==> src/rtl/demux_1x4_buf.sv <==
// -----------------------------------------------------------------------------
// demux_1x4_buf
//
// Registered 1-to-4 demultiplexer with a one-entry holding buffer per channel.
// A single producer stream (in_valid/in_ready, s, d) is steered to channel s.
// Each channel presents its own valid/ready handshake, so a stalled consumer
// blocks only the producer words aimed at its own channel.
//
// Ports:
//   clk        rising-edge clock
//   rst_n      asynchronous active-low reset
//   in_valid   producer has a word on d for channel s
//   in_ready   block accepts the current word (combinational from s/out_ready)
//   s          destination channel (0..3), sampled with d
//   d          input data word
//   out_valid  bit k: channel k buffer holds a word
//   out_ready  bit k: consumer k takes the word this cycle
//   o          channel data, channel k at bits [k*W +: W]
//   cnt        accepted-word counter, wraps modulo 256
// -----------------------------------------------------------------------------
module demux_1x4_buf #(
  parameter int unsigned W = 4
) (
  input  logic           clk,
  input  logic           rst_n,
  input  logic           in_valid,
  output logic           in_ready,
  input  logic [1:0]     s,
  input  logic [W-1:0]   d,
  output logic [3:0]     out_valid,
  input  logic [3:0]     out_ready,
  output logic [4*W-1:0] o,
  output logic [7:0]     cnt
);

  logic [3:0]   r_full;
  logic [W-1:0] r_buf [4];
  logic [7:0]   r_cnt;

  logic         w_acc;
  logic [3:0]   w_load;
  logic [3:0]   w_drain;
  logic [3:0]   w_full_d;

  // Only the selected channel gates acceptance; a full channel still accepts
  // when its consumer drains on the same edge (pass-through refill).
  assign in_ready = ~r_full[s] | out_ready[s];
  assign w_acc    = in_valid & in_ready;
  assign w_drain  = r_full & out_ready;

  always_comb begin
    w_load    = '0;
    w_load[s] = w_acc;
  end

  // Load wins over a same-cycle drain of the same channel.
  always_comb begin
    w_full_d = r_full;
    for (int k = 0; k < 4; k++) begin
      if (w_load[k]) begin
        w_full_d[k] = 1'b1;
      end else if (w_drain[k]) begin
        w_full_d[k] = 1'b0;
      end
    end
  end

  always_ff @(posedge clk or negedge rst_n) begin
    if (!rst_n) begin
      r_full <= '0;
    end else begin
      r_full <= w_full_d;
    end
  end

  // Buffer contents are held after a drain; only a load overwrites them.
  always_ff @(posedge clk or negedge rst_n) begin
    if (!rst_n) begin
      for (int k = 0; k < 4; k++) begin
        r_buf[k] <= '0;
      end
    end else begin
      for (int k = 0; k < 4; k++) begin
        if (w_load[k]) begin
          r_buf[k] <= d;
        end
      end
    end
  end

  always_ff @(posedge clk or negedge rst_n) begin
    if (!rst_n) begin
      r_cnt <= '0;
    end else if (w_acc) begin
      r_cnt <= r_cnt + 8'd1;
    end
  end

  assign out_valid = r_full;
  assign cnt       = r_cnt;

  always_comb begin
    o = '0;
    for (int k = 0; k < 4; k++) begin
      o[k*W +: W] = r_buf[k];
    end
  end

endmodule

==> config.mk <==
export PLATFORM = sky130hd
export DESIGN_NAME = demux_1x4_buf
export DESIGN_NICKNAME = d
export VERILOG_FILES = /design/src/rtl/demux_1x4_buf.sv
export SDC_FILE = /design/constraint.sdc
export NUM_CORES = 1
export LEC_CHECK = 0
export CAP_MARGIN = 15
export CELL_PAD_IN_SITES_DETAIL_PLACEMENT = 1
export CELL_PAD_IN_SITES_GLOBAL_PLACEMENT = 1
export CORE_ASPECT_RATIO = 0.75
export CORE_MARGIN = 1
export CORE_UTILIZATION = 36
export CTS_BUF_LIST = sky130_fd_sc_hd__clkbuf_8
export CTS_CLUSTER_DIAMETER = 200
export DETAILED_ROUTE_END_ITERATION = 8
export GPL_ROUTABILITY_DRIVEN = 0
export PLACE_DENSITY_LB_ADDON = 0.1
export SYNTH_ARGS = -nofsm -noshare
export SYNTH_HDL_FRONTEND = slang
export SYNTH_SLANG_ARGS = --single-unit
==> constraint.sdc <==
create_clock -name clk -period 1.77 [get_ports clk]
set_input_delay 0.177 -clock clk [delete_from_list [all_inputs] [get_ports clk]]
set_output_delay 0.177 -clock clk [all_outputs]
set_load 0.05 [all_outputs]
==> impl_metrics.csv <==
group,metric,value,unit
synth,ys_types,21,
global_route,grt_max_degree,29,
global_route,gr-total-overflow,0,
sta,post-route-period-util,97.17,%
global_route,antenna_found_initial,0,
cts,clk_latency,0.27,ns
die,ios,42,
drt,via_per_inst,4.955,
drt,dr.pass1.iters,3,
die,num_rows,17,
sta,final-setup-viol-count,0,
drt,drt_iter0_markers,23,
power_and_ir_drop,leakagePower,0.7734,nW
die,die_area,3538,um2
worst_setup_path,cp_max_fo,8,
worst_setup_path,cp-start-kind,"input pin",
drt,num_vias,887,
synth,synth_top_cell_area_share,58.95,%
sta,rsz0062_at_grt,"no",
cts,h-tree-depth,1,
synth,ys_seq_area_share,58.95,%
die,initial_core_util,39.08,%
worst_setup_path,r2r_slack,0.07,ns
final_layout,final_nets,156,
final_layout,area_delta_synth_final,49.26,%
global_route,grt_util_all_layers,17.64,%
synth,synth_area,1189,um2
synth,synth_area_per_cell,13.36,um2
synth,ys_top_cells_by_area,"dfrtp_1 (59%), mux2_2 (15%), xnor2_1 (5.2%)",
placed_design,post-dp-hpwl,2.143,mm
worst_hold_path,hp-class,"input pin to async pin",
cts,cts_made_buffers,3,
cts,cts_root_buf,"clkbuf_8",
cts,clkSinkCount,28,
sta,worst-slew-pin-transition,0.5058,ns
worst_setup_path,worstPathRequired,1.93,ns
placed_design,port_buffers,41,
synth,syn_inst,89,
synth,ys_ff_latch,28,
synth,synth_fp_nets,103,
final_layout,layout_common_cells,"clkdlybuf4s50_1 (36), dfrtp_1 (24), mux2_2 (16), buf_4 (11), nand2_1 (10)",
synth,yosysTopAreaCell,"dfrtp_1",
sta,finalMaxSlewViolations,0,
worst_setup_path,reg2reg_depth,5,
sta,tns,0,ns
cts,cts_tree,"built",
power_and_ir_drop,ir_drop,0.7578,mV
worst_setup_path,critical_path_arrival,1.88,ns
worst_setup_path,crit_type,"input pin to flop",
cts,path_clk_slew,0.09,ns
drt,antenna_left,0,
power_and_ir_drop,power.total,2.531,mW
sta,final.setup_skew,0.003061,ns
final_layout,layout_commonest_cell,"clkdlybuf4s50_1",
global_route,grt_pass1_vias,896,
sta,final_hold_viol_count,0,
die,core-area,3042,um2
worst_setup_path,critPathCaptureType,"flop",
final_layout,n_fill_cell,303,
die,dieHeight,51.77,um
global_route,grt_pass1_wl,4.360,mm
run_status,outcome,"finished, final reports clean",
drt,totalWireLength,2.755,mm
power_and_ir_drop,power_density,1427,nW/um2
sta,fin_crit,1.720,ns
final_layout,n_antenna_cell,0,
drt,drc,0,
die,die_w,68.35,um
cts,cts_max_path_buffers,2,
final_layout,drive_above_1_share,30.50,%
synth,ys_warn_count,0,
flow_run,max-cap-violations,0,
drt,wire_per_inst,15.39,um
sta,fmax,581.5,MHz
sta,slew_headroom,66.18,%
==> registers in the layout, indices dropped and copies added, names as in the netlist <==
signal	cells
o	16
cnt	8
out_valid	4
==> synth_stat cells <==
cell type	count
dfrtp_1	28
mux2_2	16
nand2_1	10
xnor2_1	7
nor2_1	5
nand3_1	4
nand2b_4	3
nand4_1	3
and3_1	1
and4b_1	1
buf_2	1
clkbuf_1	1
ha_1	1
inv_1	1
mux2_4	1
mux4_2	1
nand2_2	1
nand2b_1	1
nor2b_1	1
nor3b_1	1
o21ai_0	1
==> where the power goes <==
part / switching, mW / internal (mW)
Clock: 0.189 / 0.199
Combinational: 0.746 / 0.449
Sequential: 0.151 / 0.797
==> critical path, cell delays in order <==
cell and delay (ns):
clkdlybuf4s50_1 0.43, nand2b_4 0.15, mux4_2 0.58, buf_4 0.18, nand2_2 0.07, mux2_4 0.29
==> path summary, 6_finish.rpt <==
path | startpoint | endpoint
max in group asynchronous | rst_n | out_valid[2]
min in group clk | s[1] | out_valid[1]
max reg2reg | out_valid[3] | cnt[1]
min reg2reg | cnt[7] | cnt[7]
min | rst_n | cnt[7]
max | out_ready[1] | cnt[1]
==> per-stage QoR <==
| step | area [um2] | hold slack (ns) | std cells | util [%] | worst slack [ns] |
|---|---|---|---|---|---|
| 2_1_floorplan | 1194 | -0.1186 | 89 | - | -0.06812 |
| 3_3_place_gp | 1703 | 0.4594 | 175 | 55.99 | -0.01303 |
| 3_5_place_dp | 1703 | 0.4684 | 175 | 55.99 | -0.04036 |
| 4_1_cts | 1777 | 0.2895 | 180 | 58.41 | 0.02280 |
| 5_1_grt | 1774 | 0.2952 | 179 | 58.33 | 0.02150 |
| 6_report | 1774 | 0.2748 | 179 | 58.33 | 0.05018 |
==> cell type report <==
class                           instances  area [um2]  area share, %
Multi-Input combinational cell         58       483.0          27.22
Timing Repair Buffer                   50       479.2          27.01
Sequential cell                        28       705.7          39.77
Clock buffer                            4       55.05          3.103
Tap cell                               38       47.55          2.680
Inverter                                1       3.754         0.2116
==> logic make-up (layout without fill, tap and decap cells) <==
group,count (synthesis),count (layout),synth area share [%]
compound gates,1,1,0.4206
simple gates,31,31,15.06
mux,18,18,18.32
flops,28,28,58.95
xor+xnor,7,7,5.158
fa+ha+maj,1,1,1.052
buf+inv,3,55,1.052
==> what timing repair did <==
item	CTS	global route
hold buffers	0	0
buffers inserted	1	0
endpoints found under the hold margin	0	0
gates resized for setup	2	2
endpoints found under the setup margin	1	2
==> layer usage <==
layer | GRT usage (%) | share of wire (%) | vias up
met5 | 0 | 0 | -
met4 | 4.167 | 0.36 | 0
met3 | 5.044 | 4.8 | 2
met2 | 28.59 | 47 | 23
met1 | 23.11 | 48 | 451
li1 | - | - | 411
Note: power is estimated with default switching activity, not from simulation.
